===== config.mk =====
export PLATFORM = sky130hd
export DESIGN_NAME = hazard_stall_controller
export DESIGN_NICKNAME = d
export VERILOG_FILES = /design/src/rtl/hazard_stall_controller_pkg.sv /design/src/rtl/hazard_stall_controller_hazard_detect.sv /design/src/rtl/hazard_stall_controller.sv
export SDC_FILE = /design/constraint.sdc
export NUM_CORES = 1
export LEC_CHECK = 0
export ABC_AREA = 1
export BUFFER_PORTS_ARGS = -buffer_cell sky130_fd_sc_hd__clkbuf_2
export CAP_MARGIN = 20
export CORE_AREA = 2 2 39 41
export DETAILED_ROUTE_END_ITERATION = 7
export DIE_AREA = 0 0 41 43
export SETUP_SLACK_MARGIN = 0.05
export SYNTH_ARGS = -nofsm -noshare
export SYNTH_HDL_FRONTEND = slang
export SYNTH_HIERARCHICAL = 1
export SYNTH_SLANG_ARGS = --single-unit

===== constraint.sdc =====
create_clock -name clk -period 2.1 [get_ports clk]
set_clock_uncertainty 0.1 [all_clocks]
set_input_delay 0.42 -clock clk [delete_from_list [all_inputs] [get_ports clk]]
set_output_delay 0.42 -clock clk [all_outputs]
set_load 0.02 [all_outputs]

===== src/rtl/hazard_stall_controller_pkg.sv =====
// Shared constants for the hazard/stall controller: MIPS opcodes, FSM state
// encoding and the hard-wired zero register index.
package hazard_stall_controller_pkg;

    localparam logic [5:0] OP_RTYPE = 6'b000000;
    localparam logic [5:0] OP_BEQ   = 6'b000100;
    localparam logic [5:0] OP_BNE   = 6'b000101;
    localparam logic [5:0] OP_SW    = 6'b101011;
    localparam logic [5:0] OP_LW    = 6'b100011;
    localparam logic [5:0] OP_ANDI  = 6'b001100;
    localparam logic [5:0] OP_ORI   = 6'b001101;
    localparam logic [5:0] OP_XORI  = 6'b001110;

    localparam logic [4:0] REG_NOP  = 5'd0;

    typedef enum logic [1:0] {
        ST_RUN   = 2'd0,
        ST_STALL = 2'd1,
        ST_FLUSH = 2'd2
    } ctrl_state_e;

endpackage


===== src/rtl/hazard_stall_controller_hazard_detect.sv =====
// Combinational load-use hazard detection and immediate-extension decode
// for the instruction currently in ID.
module hazard_detect
    import hazard_stall_controller_pkg::*;
(
    input  logic [5:0] id_opcode,
    input  logic [4:0] id_rs,
    input  logic [4:0] id_rt,
    input  logic [4:0] ex_rt,
    input  logic       ex_mem_read,
    output logic       hazard,
    output logic       ext_zero
);

    logic id_uses_rt;

    always_comb begin
        id_uses_rt = (id_opcode == OP_RTYPE) || (id_opcode == OP_BEQ) ||
                     (id_opcode == OP_BNE)   || (id_opcode == OP_SW);
        // A load targeting $zero never produces a value worth waiting for.
        hazard     = ex_mem_read && (ex_rt != REG_NOP) &&
                     ((ex_rt == id_rs) || (id_uses_rt && (ex_rt == id_rt)));
        ext_zero   = (id_opcode == OP_ANDI) || (id_opcode == OP_ORI) ||
                     (id_opcode == OP_XORI);
    end

endmodule


===== src/rtl/hazard_stall_controller.sv =====
// Pipeline sequencing controller: load-use stalls, taken-branch flushes and
// immediate-extension select. Optional perf counters under HAZARD_PERF_CNT_EN.
module hazard_stall_controller
    import hazard_stall_controller_pkg::*;
#(
    parameter int LOAD_USE_BUBBLES    = 1,
    parameter int BRANCH_FLUSH_CYCLES = 1,
    parameter int CNT_W               = 2
) (
    input  logic        clk,
    input  logic        rst_n,
    input  logic [5:0]  id_opcode,
    input  logic [4:0]  id_rs,
    input  logic [4:0]  id_rt,
    input  logic [4:0]  ex_rt,
    input  logic        ex_mem_read,
    input  logic        mem_branch_taken,
    output logic        pc_write,
    output logic        ifid_write,
    output logic        ifid_flush,
    output logic        idex_flush,
    output logic        exmem_flush,
    output logic        ext_zero,
    output logic [1:0]  ctrl_state
`ifdef HAZARD_PERF_CNT_EN
    ,
    output logic [31:0] stall_count,
    output logic [31:0] flush_count
`endif
);

    localparam logic [CNT_W-1:0] STALL_RELOAD = CNT_W'(LOAD_USE_BUBBLES - 1);
    localparam logic [CNT_W-1:0] FLUSH_RELOAD = CNT_W'(BRANCH_FLUSH_CYCLES - 1);
    localparam logic [CNT_W-1:0] CNT_ONE      = CNT_W'(1);

    ctrl_state_e      state_q, state_d;
    logic [CNT_W-1:0] cnt_q, cnt_d;
    logic             hazard;
    logic             ext_zero_raw;
    logic             pc_write_c, ifid_write_c, ifid_flush_c, idex_flush_c, exmem_flush_c;

    hazard_detect u_hazard_detect (
        .id_opcode   (id_opcode),
        .id_rs       (id_rs),
        .id_rt       (id_rt),
        .ex_rt       (ex_rt),
        .ex_mem_read (ex_mem_read),
        .hazard      (hazard),
        .ext_zero    (ext_zero_raw)
    );

    always_ff @(posedge clk or negedge rst_n) begin
        if (!rst_n) begin
            state_q <= ST_RUN;
            cnt_q   <= '0;
        end else begin
            state_q <= state_d;
            cnt_q   <= cnt_d;
        end
    end

    always_comb begin
        state_d       = state_q;
        cnt_d         = cnt_q;
        pc_write_c    = 1'b1;
        ifid_write_c  = 1'b1;
        ifid_flush_c  = 1'b0;
        idex_flush_c  = 1'b0;
        exmem_flush_c = 1'b0;

        // A taken branch overrides everything, including a stall in progress.
        if (mem_branch_taken) begin
            ifid_flush_c  = 1'b1;
            idex_flush_c  = 1'b1;
            exmem_flush_c = 1'b1;
            if (BRANCH_FLUSH_CYCLES > 1) begin
                state_d = ST_FLUSH;
                cnt_d   = FLUSH_RELOAD;
            end else begin
                state_d = ST_RUN;
                cnt_d   = '0;
            end
        end else begin
            case (state_q)
                ST_RUN: begin
                    if (hazard) begin
                        pc_write_c   = 1'b0;
                        ifid_write_c = 1'b0;
                        idex_flush_c = 1'b1;
                        if (LOAD_USE_BUBBLES > 1) begin
                            state_d = ST_STALL;
                            cnt_d   = STALL_RELOAD;
                        end
                    end
                end
                ST_STALL: begin
                    pc_write_c   = 1'b0;
                    ifid_write_c = 1'b0;
                    idex_flush_c = 1'b1;
                    if (cnt_q <= CNT_ONE) begin
                        state_d = ST_RUN;
                        cnt_d   = '0;
                    end else begin
                        cnt_d   = cnt_q - CNT_ONE;
                    end
                end
                ST_FLUSH: begin
                    // ID holds a squashed instruction, so its hazard is ignored.
                    ifid_flush_c = 1'b1;
                    if (cnt_q <= CNT_ONE) begin
                        state_d = ST_RUN;
                        cnt_d   = '0;
                    end else begin
                        cnt_d   = cnt_q - CNT_ONE;
                    end
                end
                default: begin
                    state_d = ST_RUN;
                    cnt_d   = '0;
                end
            endcase
        end
    end

    always_comb begin
        pc_write    = pc_write_c;
        ifid_write  = ifid_write_c;
        ifid_flush  = ifid_flush_c;
        idex_flush  = idex_flush_c;
        exmem_flush = exmem_flush_c;
        ext_zero    = ext_zero_raw;
        ctrl_state  = state_q;
        // Hold the pipeline frozen and bubbled for as long as reset is low.
        if (!rst_n) begin
            pc_write    = 1'b0;
            ifid_write  = 1'b0;
            ifid_flush  = 1'b1;
            idex_flush  = 1'b1;
            exmem_flush = 1'b1;
            ext_zero    = 1'b0;
            ctrl_state  = ST_RUN;
        end
    end

`ifdef HAZARD_PERF_CNT_EN
    logic [31:0] stall_count_q, stall_count_d;
    logic [31:0] flush_count_q, flush_count_d;

    always_comb begin
        stall_count_d = stall_count_q + (pc_write ? 32'd0 : 32'd1);
        flush_count_d = flush_count_q + (mem_branch_taken ? 32'd1 : 32'd0);
    end

    always_ff @(posedge clk or negedge rst_n) begin
        if (!rst_n) begin
            stall_count_q <= '0;
            flush_count_q <= '0;
        end else begin
            stall_count_q <= stall_count_d;
            flush_count_q <= flush_count_d;
        end
    end

    assign stall_count = stall_count_q;
    assign flush_count = flush_count_q;
`endif

endmodule


# == After elaboration in Yosys (flattened, before gate mapping) ==
# Cells that the tools add are included.
# totals
memories,0
romBits,0
regBits,4
latchBits,0
mem_bits_rw,0
output_inout_bits,8
# op_classes
bitwise,0
add_sub_neg,1
shifts,0
multipliers,0
div_mod_pow,0
n_lt_le_gt_ge,1
reduce_logical,14
n_eq_ne,12
mux,21
# op_table
operator,count
6-bit by 4-bit == test with 1-bit output (second input constant),3
6-bit by 3-bit == test with 1-bit output (second input constant),2
1-bit 2-to-1 mux,12
5-bit == test,2
2-bit 2-to-1 mux,5
2-bit case mux with 2 select lines,2
6-bit == test (second input constant),1
6-bit zero test,1
1-bit logical OR,6
5-bit nonzero test,1
1-bit case mux with 2 select lines,2
1-bit logical AND,3
3-bit by 1-bit != test with 1-bit output (second input constant),1
2-bit by 1-bit == test with 1-bit output (second input constant),1
2-bit == test (second input constant),1
2-bit by 1-bit less-or-equal comparator with 1-bit output (second input constant),1
2-bit zero test,1
2-bit != test (second input constant),1
2-bit AND reduction,1
2-bit OR reduction,1
2-bit by 1-bit subtractor with 2-bit output (second input constant),1

# == Longest topological paths before layout ==
# logic_depth
depth_word,11
mapped_depth,9
mapped_depth_nobuf,9

# == By module ==
# The synthesis kept the hierarchy.
# modules_own_cells
module,seq_area_each_um2,cells_each,area_each_um2,n_inst
hazard_detect,0.0,45,220.2,1
hazard_stall_controller,0.0,13,68.8,1

# == Least setup slack after synthesis ==
# No wires, ideal clock.
# synth_path
path_type,input to output
from,input port ex_rt[1]
to,output port pc_write
setup_slack_ns,0.288
path_buffers,1
arrival_ns,1.292
path_stages,6
cell_sequence,or2_0 -> a21oi_1 -> nand3_1 -> a21oi_2 -> a21oi_2 -> buf_4
# synth_via
elab_chain_len,8
# synth_rtl
element,line_no,rtl
"start, declared",hazard_stall_controller.sv:15,"input logic [4:0] ex_rt,"
5-bit == test,hazard_stall_controller_hazard_detect.sv:22,((ex_rt == id_rs) || (id_uses_rt && (ex_rt == id_rt)));
1-bit logical AND,hazard_stall_controller_hazard_detect.sv:22,
1-bit logical OR,hazard_stall_controller_hazard_detect.sv:22,
1-bit logical AND *,hazard_stall_controller_hazard_detect.sv:21,hazard = ex_mem_read && (ex_rt != REG_NOP) &&
via hazard,hazard_stall_controller.sv:38,logic hazard;
1-bit 2-to-1 mux *,--,
1-bit case mux with 2 select lines *,--,
1-bit 2-to-1 mux * (2 in a row),--,
"end, declared",hazard_stall_controller.sv:18,"output logic pc_write,"
# Mark *: on every way through the listed nets, which the timed path passes. The rest lies on a longest branch.

# == Worst setup path after layout ==
# layout_path
from,input port ex_rt[1]
to,output port idex_flush
# layout_via
elab_chain_len,8
# layout_rtl
element,line_no,rtl
5-bit == test,hazard_stall_controller_hazard_detect.sv:22,
1-bit logical AND,hazard_stall_controller_hazard_detect.sv:22,
1-bit logical OR,hazard_stall_controller_hazard_detect.sv:22,
1-bit logical AND *,hazard_stall_controller_hazard_detect.sv:21,
via hazard,hazard_stall_controller.sv:38,
1-bit 2-to-1 mux *,hazard_stall_controller.sv:86,if (hazard) begin
1-bit case mux with 2 select lines *,hazard_stall_controller.sv:84,case (state_q)
1-bit 2-to-1 mux *,hazard_stall_controller.sv:72,if (mem_branch_taken) begin
1-bit 2-to-1 mux *,hazard_stall_controller.sv:134,if (!rst_n) begin
"end, declared",hazard_stall_controller.sv:21,"output logic idex_flush,"
# Marks and branches as above.

==> flow_summary.json <==
{
  "outcome": "finished, final reports clean",
  "end_kind": "primary output",
  "crit_end": "idex_flush",
  "stdcell_area_um2": 433,
  "grtUsageMet2": 0.122,
  "synth_top_cell_by_area": "nand2_1",
  "p_per_area_mw_per_mm2": 179,
  "p_int_w": 0.0000351,
  "crit_chain": "clkbuf_2 -> or2_0 -> a21oi_1 -> nand3_1 -> a21oi_2 -> nor2_1 -> nand2_1 -> clkbuf_2",
  "hp-start": "mem_branch_taken",
  "post-place-ws_ps": 158,
  "finalSetupTns_ps": 0,
  "power.static_leakage_nw": 0.284,
  "start_kind": "input pin",
  "fillers": 156,
  "cts_resized": 0,
  "timing.fmax_mhz": 519,
  "initial_core_util": 0.209,
  "arrival_ps": 1410,
  "hpwl_um": 664,
  "die_w_um": 41,
  "die_h_um": 43,
  "synthCells": 58,
  "antenna_found_initial": 0,
  "ys_types": 14,
  "boundaryPins": 33,
  "period_minus_slack_ps": 1930,
  "grt_use_met3": 0,
  "netlist.area_leader.share": 0.234,
  "grt_pass1_wl_um": 972,
  "grt.busiest_layer": "met2",
  "overflow": 0,
  "grt_start_max_net_pins": 5,
  "viasPerCell": 3.85,
  "ctsHoldBuffers": 0,
  "cpLargestDelayFamily": "simple AND/OR/NAND/NOR gates",
  "gp_congestion": 0.757,
  "critical_path_class": "input pin to primary output",
  "crit_top_cell": "clkbuf_2",
  "layout_worst_path_cycle_share": 0.917,
  "use_met1": 0.108,
  "cp.depth": 8,
  "power_frac_clock": 0,
  "hold_viol_final": 0,
  "seqCellArea_um2": 0,
  "layout-drive-gt1-share": 0.388,
  "drc_errors": 0,
  "setup_slack_ps": 175,
  "setup.worst_path.start": "ex_rt[1]",
  "seq_power_share": 0,
  "vias": 389,
  "cp_slowest_cell": "or2_0",
  "synth_area_leaders": "nand2_1 (23%), xor2_1 (15%), inv_1 (12%)",
  "path_buf_inv": 2,
  "n_antenna_cell": 0,
  "yosysWarnings": 6,
  "synth-seq-area-share": 0,
  "port_buffers": 30,
  "cp_data_required_time_ps": 1580,
  "syn-mean-instance-area_um2": 4.98,
  "drv_cap": 0,
  "firstDrtPassIters": 3,
  "synth_common_cells": "nand2_1 (18), inv_1 (9), nor2_1 (8), xor2_1 (5), buf_4 (4)",
  "max-vdd-ir-drop_mv": 0.0547,
  "swShare": 0.547,
  "area_growth_pct": 49.8,
  "postCtsSetupBuffers": 0,
  "syn_area_um2": 289,
  "drt-total-wl_um": 672,
  "nets": 112,
  "drt-initial-drc-count": 2,
  "placedInstanceArea_um2": 433,
  "combinationalPowerShare": 1.000,
  "final_max_slew_viol_count": 0,
  "coreArea_mm2": 0.00138,
  "wl_per_cell_um": 6.65,
  "n_clock_buffer": 0,
  "ant_nets": 0,
  "rsz0062_at_grt": "no",
  "seq_cell_count": 0,
  "yosys.cell_count.top_type": "nand2_1",
  "cp_slowest_stage_delay_ps": 210,
  "std_cell_rows": 14,
  "die-area_mm2": 0.00176,
  "hold_path.class": "input pin to primary output",
  "finalSetupViolCount": 0,
  "cp_max_fo": 4,
  "first_global_vias": 277,
  "grt_usage": 0.0729,
  "switchingPower_w": 0.0000424,
  "power.total_w": 0.0000774
}
## layout by cell type, fill, tap and decap left out
cell	netlist	routed
a21oi_1	2	2
a21oi_2	2	2
clkbuf_2	0	30
conb_1	1	2
inv_1	9	9
inv_2	1	1
nand2_1	18	18
nand3_1	3	3
nor2_1	8	8
nor3_1	1	1
o21ai_0	1	1
or2_0	1	1
xnor2_1	2	2
xor2_1	5	5
## worst min path at each step
stage	end	depth (start not counted)	slack [ps]
6_report	idex_flush	4	1060
4_1_cts	idex_flush	4	1060
5_1_grt	idex_flush	4	1090
3_3_place_gp	idex_flush	4	1060
2_1_floorplan	ifid_write	2	820
3_5_place_dp	idex_flush	4	1060
## kinds of logic (layout without fill, tap and decap cells)
kind of cell,Yosys count,count (layout),synth area share
and+or+nand+nor,31,31,0.429
buffers and inverters,14,40,0.234
other,1,2,0.0130
xor gates and xnor gates,7,7,0.212
AOI/OAI and AO/OA,5,5,0.113
## power by group through the flow
| stage | combinational (W) | sequential (W) | clock [W] |
|---|---|---|---|
| floorplan | 0.0000465 | 0 | 0 |
| global placement | 0.0000777 | 0 | 0 |
| finish | 0.0000774 | 0 | 0 |
| global route | 0.0000866 | 0 | 0 |
| detailed placement | 0.0000784 | 0 | 0 |
| CTS | 0.0000787 | 0 | 0 |
## final cells by class
cell class / count / area [um2] / share of cell area
well taps: 16 / 20.0 / 0.0462
multi-input cells: 45 / 225 / 0.520
inverters: 10 / 37.5 / 0.0867
repair buffers: 30 / 150 / 0.347
## tightest hold or removal path, stage by stage
cell	delay, ps
clkbuf_2	90
nor2_1	30
nand2_1	40
clkbuf_2	150
## stage by stage
| stage | util | instances | hold WS, ps |
|---|---|---|---|
| floorplan | - | 59 | 824 |
| global placement | 0.313 | 101 | 1060 |
| detailed placement | 0.313 | 101 | 1060 |
| CTS | 0.313 | 101 | 1060 |
| global route | 0.313 | 101 | 1090 |
| finish | 0.313 | 101 | 1060 |
## metal layers
metal  vias up  share of wire
li1        221              -
met1       146           0.42
met2        22           0.46
met3         0           0.12
met4         0              0
met5         -              0
Note: power is estimated with default switching activity, not from simulation.
